`config.mk`:
```
export PLATFORM = sky130hd
export DESIGN_NAME = rtn_addr_stack
export DESIGN_NICKNAME = d
export VERILOG_FILES = /design/src/rtl/rtn_addr_stack.sv
export SDC_FILE = /design/constraint.sdc
export NUM_CORES = 1
export LEC_CHECK = 0
export BUFFER_PORTS_ARGS = -buffer_cell sky130_fd_sc_hd__buf_2
export CAP_MARGIN = 10
export CORE_UTILIZATION = 58
export CTS_CLUSTER_SIZE = 16
export DETAILED_ROUTE_END_ITERATION = 10
export PLACE_DENSITY = 0.8
export SLEW_MARGIN = 20
export SYNTH_ARGS = -nofsm -noshare
export SYNTH_HDL_FRONTEND = slang
export SYNTH_SLANG_ARGS = --single-unit
```
`constraint.sdc`:
```
create_clock -name clk -period 3.6 [get_ports clk]
set_input_delay 0.36 -clock clk [delete_from_list [all_inputs] [get_ports clk]]
set_output_delay 0.36 -clock clk [all_outputs]
set_load 0.05 [all_outputs]
```
`src/rtl/rtn_addr_stack.sv`:
```
// rtl/rtn_addr_stack.sv - LIFO return-address stack for the core's call/return path
// Holds caller PC+1 on call, presents top-of-stack for the PC to load on return.
module rtn_addr_stack #(
  parameter int DEPTH = 8,
  parameter int AW    = 8
) (
  input  logic                     clk,
  input  logic                     reset,
  input  logic                     push,
  input  logic                     pop,
  input  logic [AW-1:0]            push_addr,
  input  logic                     clr_err,
  output logic [AW-1:0]            return_addr,
  output logic                     empty,
  output logic                     full,
  output logic [$clog2(DEPTH):0]   level,
  output logic                     overflow,
  output logic                     underflow
);

  localparam int IW = $clog2(DEPTH);
  localparam logic [IW:0] DEPTH_C = (IW+1)'(DEPTH);

  logic [AW-1:0] mem_q [DEPTH];
  logic [IW:0]   sp_q, sp_d;
  logic          overflow_q, overflow_d;
  logic          underflow_q, underflow_d;

  logic          we;
  logic [IW-1:0] wr_idx;
  logic [IW-1:0] top_idx;
  logic          ovf_set;
  logic          udf_set;
  logic          is_empty;
  logic          is_full;

  assign is_empty = (sp_q == '0);
  assign is_full  = (sp_q == DEPTH_C);
  assign top_idx  = IW'(sp_q - 1'b1);

  assign return_addr = is_empty ? '0 : mem_q[top_idx];
  assign empty       = is_empty;
  assign full        = is_full;
  assign level       = sp_q;
  assign overflow    = overflow_q;
  assign underflow   = underflow_q;

  // Saturation comes from the full/empty guards, so sp never wraps.
  always_comb begin
    sp_d    = sp_q;
    we      = 1'b0;
    wr_idx  = IW'(sp_q);
    ovf_set = 1'b0;
    udf_set = 1'b0;
    unique case ({push, pop})
      2'b10: begin
        if (is_full) begin
          ovf_set = 1'b1;
        end else begin
          we     = 1'b1;
          wr_idx = IW'(sp_q);
          sp_d   = sp_q + 1'b1;
        end
      end
      2'b01: begin
        if (is_empty) udf_set = 1'b1;
        else          sp_d    = sp_q - 1'b1;
      end
      2'b11: begin
        // Tail call: overwrite the top; on an empty stack behave as a plain push.
        we = 1'b1;
        if (is_empty) begin
          wr_idx = '0;
          sp_d   = (IW+1)'(1);
        end else begin
          wr_idx = top_idx;
        end
      end
      default: ;
    endcase
    overflow_d  = ovf_set | (overflow_q  & ~clr_err);
    underflow_d = udf_set | (underflow_q & ~clr_err);
  end

  always_ff @(posedge clk or negedge reset) begin
    if (!reset) begin
      sp_q        <= '0;
      overflow_q  <= 1'b0;
      underflow_q <= 1'b0;
    end else begin
      sp_q        <= sp_d;
      overflow_q  <= overflow_d;
      underflow_q <= underflow_d;
    end
  end

  always_ff @(posedge clk) begin
    if (we && reset) mem_q[wr_idx] <= push_addr;
  end

endmodule

```
# Word level (Yosys, flattened, before mapping)
# Memories as Yosys holds them, arrays and structs flattened.
# Cells that the tools add are included.
[totals]
ff_bits = 6
mem_bits_rw = 64
in_bits = 13
output_inout_bits = 16
wordCells = 37
memories = 1
[classes]
n_addsub = 2
eq_ne = 7
muxes = 15
bitwise = 5
reduce_logical = 4
[memory_table]
columns = ["memory", "words", "word_bits", "read_ports", "rd_clocked_by_memory_dff", "write_ports", "line_no", "rtl"]
rows = [
  ["mem_q", 8, 8, 1, 0, 1, "24", "logic [AW-1:0] mem_q [DEPTH];"],
]
[ops]
columns = ["operator", "n"]
rows = [
  ["$mux 4", 3],
  ["$pmux 4 s3", 1],
  ["$mux 8", 1],
  ["$mux 1", 7],
  ["$mux 3", 2],
  ["$ne 2x2->1 const B", 3],
  ["$add 4x1->4 const B", 1],
  ["$eq 2x2->1 const B", 2],
  ["$eq 4x4->1 const B", 1],
  ["$logic_not 4->1", 1],
  ["$reduce_and 4->1", 1],
  ["$sub 4x1->4 const B", 1],
  ["$reduce_bool 3->1", 1],
  ["$and 1x1->1", 2],
  ["$eq 2x1->1 const B", 1],
  ["$or 1x1->1", 2],
  ["$pmux 1 s2", 1],
  ["$logic_and 1x1->1", 1],
  ["$not 1->1", 1],
]

# Longest topological paths before layout
[logic_depth]
ltp_word = 6
mapped_depth = 9
mapped_depth_nobuf = 6

# Worst setup path after synthesis
# Ideal clock, no wire load.
[synth_timing]
path_type = "flip-flop to output port"
from = "register sp_q[0], in the netlist level[0]"
to = "output return_addr[6]"
arrival_time_ns = 2.914
required_ns = 3.240
slack_ns = 0.326
stages_incl_launch_ff = 10
path_buffers = 4
cell_sequence = "dfrtp_1 clkbuf_2 buf_2 inv_1 ha_1 buf_2 buf_2 mux4_2 nand2_1 a21oi_1"
[synth_via]
elab_chain_len = 3
word_cells_on_any_way = 4
classes_between = "1 x add/sub; 1 x mux; 1 x reduce/logical; 1 x memory"
[synth_rtl]
columns = ["element", "line_no", "rtl"]
rows = [
  ["start: declaration", "25", "logic [IW:0] sp_q, sp_d;"],
  ["start signal: assignment", "91", "sp_q <= sp_d;"],
  ["$sub 4x1->4", "-", ""],
  ["$mem_v2 8x8", "-", ""],
  ["$mux 8 (*)", "41", "assign return_addr = is_empty ? '0 : mem_q[top_idx];"],
  ["end: declaration", "13", "output logic [AW-1:0] return_addr,"],
]
# Mark *: on every way between the ends. The rest lies on a longest branch, timed or not.

# Final worst setup path
[layout_timing]
from = "register sp_q[1], in the netlist level[1]"
to = "output return_addr[6]"
# The elaborated chain is that of the path after synthesis.

==> summary.md <==
| Metric | Value |
|---|---|
| First-pass GRT wire length | 9570 um |
| R2R cell count | 8 |
| Crit Reg-Reg Startpoint | level[1] |
| Post-Syn Area | 3000 um^2 |
| TritonCTS clock tree | yes |
| Floorplan core area | 4850 um^2 |
| Clk_lat worst skew | 0.35 ns |
| Endpoint class of the critical path | output pin |
| DRC | 0 |
| Nets | 244 |
| H-tree levels | 3 |
| WP buf/inv | 2 |
| CP Cell Sequence | inv_1 -> ha_1 -> xnor2_1 -> nand2_1 -> a21oi_1 -> buf_2 |
| Period utilization | 0.789 |
| Vias | 1853 |
| Num ports | 29 |
| Die area | 5470 um^2 |
| Num rows | 25 |
| Worst Setup Start Kind | flop |
| Post-DRT Antenna Nets | 0 |
| Synthesized flop and latch total | 70 |
| WL/cell | 20.0 um |
| M1 GR Usage | 0.364 |
| Final setup fails | 0 |
| Largest net degree at the start of global routing | 25 |
| Critical path data arrival time | 2.48 ns |
| Initial drt markers | 261 |
| Leading cell type in the layout, fill and taps excluded | edfxtp_1 |
| Logic depth of the worst path, buffers included | 6 |
| Worst Path Max Fanout | 8 |
| Minimum clock period | 2.84 ns |
| Number of CTS-inserted buffers | 9 |
| Share of layout cells above drive strength 1 | 0.305 |
| Starting Density | 0.619 |
| Slew @ Worst Pin | 0.773 ns |
| Synth warn | 0 |
| Clk slew on worst S/H paths | 0.07 ns |
| Status | finished, final reports clean |
| PortBufs | 28 |
| Gr busiest metal | met2 |
| Via/cell ratio | 6.18 |
| Maximum capacitance violations | 0 |
| Post-synth EDFFs | 64 |
| Mapped Avg Cell Area | 15.9 um^2 |
| WL final | 6010 um |
| Fmax | 0.352 GHz |
| Num Clock Sinks | 70 |
| Ys flop type | edfxtp_1 |
| Hold Path Class | in -> reg |
| R2R setup slack | 1.07 ns |
| Synth cell types | 33 |
| Vias in the first global route | 1741 |
| RSZ-0062 raised after global routing | false |
| Worst flop-to-flop path endpoint | mem_q[3][6] |
| Register area share after synthesis | 0.690 |
| Ys async rst share | 0.0857 |
| CP max stage cell | xnor2_1 |
| All-layer global routing usage | 0.258 |
| Post-CTS Setup Inserts | 0 |
| Chip Height | 74.0 um |
| Syn Inst Count | 189 |
| Met2 usage | 0.375 |
| Fillers | 331 |
| Critical Path RT | 3.24 ns |
| DP HPWL | 4190 um |
| GP Congestion | 0.834 |
| Crit Path Class | reg -> out |
| DRT Pass-1 Iters | 5 |
| # diodes | 0 |
| Post-synthesis net count | 205 |
| Fin. max-slew vios | 0 |
| Initial antenna violation count | 0 |
| Root buf cell | clkbuf_8 |
| Slowest stage delay, CP | 0.59 ns |
| Setup total negative slack | 0 ns |
| Total grt overflow | 0 |
| Crit path max-delay family | XOR/XNOR gates |
| Width of the die | 74.0 um |
| Normalized max-slew margin | 0.478 |
| Crit path to | return_addr[6] |
| Critical path origin | level[1] |
| Layout Skew | 0.00950 ns |
| Met3 Usage GRT | 0.0691 |
| Most frequent cells in the layout | edfxtp_1, buf_2, nand2_1 |
| Endpoints failing hold | 0 |
| Area Growth Syn to Fin | 14.1% |
| Clk buf depth | 2 |
[layout make-up]
cell class,instances,area (um^2),share of cell area
Timing Repair Buffer,38,218,0.0635
Multi-Input combinational cell,103,865,0.252
Sequential cell,70,2070,0.605
Tap cell,67,83.8,0.0245
Clock buffer,10,128,0.0372
Clock inverter,6,38.8,0.0113
Inverter,6,22.5,0.00657
[synthesized netlist by cell type, types with 2 or more instances]
cell type   n  area [um^2]
edfxtp_1   64         1920
nand2_1    25         93.8
mux4_2     16          360
a21oi_1    12         60.1
nor3_1     10         50.1
buf_2       6         30.0
dfrtp_1     6          150
inv_1       6         22.5
o21ai_0     6         30.0
nor2_1      5         18.8
ha_1        3         37.5
mux2i_1     3         30.0
a211oi_1    2         15.0
and2_1      2         12.5
buf_4       2         15.0
nand3_1     2         10.0
nor2b_1     2         12.5
xor2_1      2         17.5
[timing repair]
item,CTS,global route
hold endpoints to repair,6,0
gates resized for setup,0,0
hold buffers,1,0
[flip-flops by register name (all words and copies together) (netlist names)]
| register | cells |
|---|---|
| mem_q | 64 |
| overflow | 1 |
| underflow | 1 |
| level | 4 |
[through the flow]
stage,setup WS [ns],cells,cell area (um^2),hold WS [ns],utilization
after detailed placement,0.715,283,3240,0.209,0.668
after global routing,0.535,300,3430,0.218,0.707
final,0.761,300,3430,0.217,0.707
after CTS,0.701,300,3420,0.208,0.705
after floorplan,0.326,189,3000,0.0644,-
after global placement,0.942,283,3240,0.197,0.668
[worst min path at each step]
| stage | to | depth (start not counted) | start | slack, ns |
|---|---|---|---|---|
| 2_1_floorplan | level[0] | 0 | reset | 0.06 |
| 3_3_place_gp | overflow | 1 | reset | 0.20 |
| 3_5_place_dp | overflow | 1 | reset | 0.21 |
| 4_1_cts | overflow | 2 | clr_err | 0.21 |
| 5_1_grt | overflow | 2 | clr_err | 0.22 |
| 6_report | overflow | 2 | clr_err | 0.22 |
[cell families (layout without fill, tap and decap cells)]
| logic type | count (synthesis) | count (layout) | share of synthesized area |
|---|---|---|---|
| multiplexers | 20 | 20 | 0.134 |
| flip-flops | 70 | 70 | 0.690 |
| AND/OR/NAND/NOR | 50 | 50 | 0.0758 |
| buffers and inverters | 16 | 60 | 0.0254 |
| AO/OA/AOI/OAI | 27 | 27 | 0.0538 |
| XOR/XNOR | 3 | 3 | 0.00875 |
| adder cells (fa/ha/maj) | 3 | 3 | 0.0125 |
[routing by layer]
layer	wire (um)	vias to the layer above
met5	0	-
met4	174	0
met3	501	19
met2	2810	105
met1	2530	921
li1	-	808
Power is left out: the tool's default activity adds up to more than one toggle a clock period on the data nets, which glitch-free logic cannot reach.
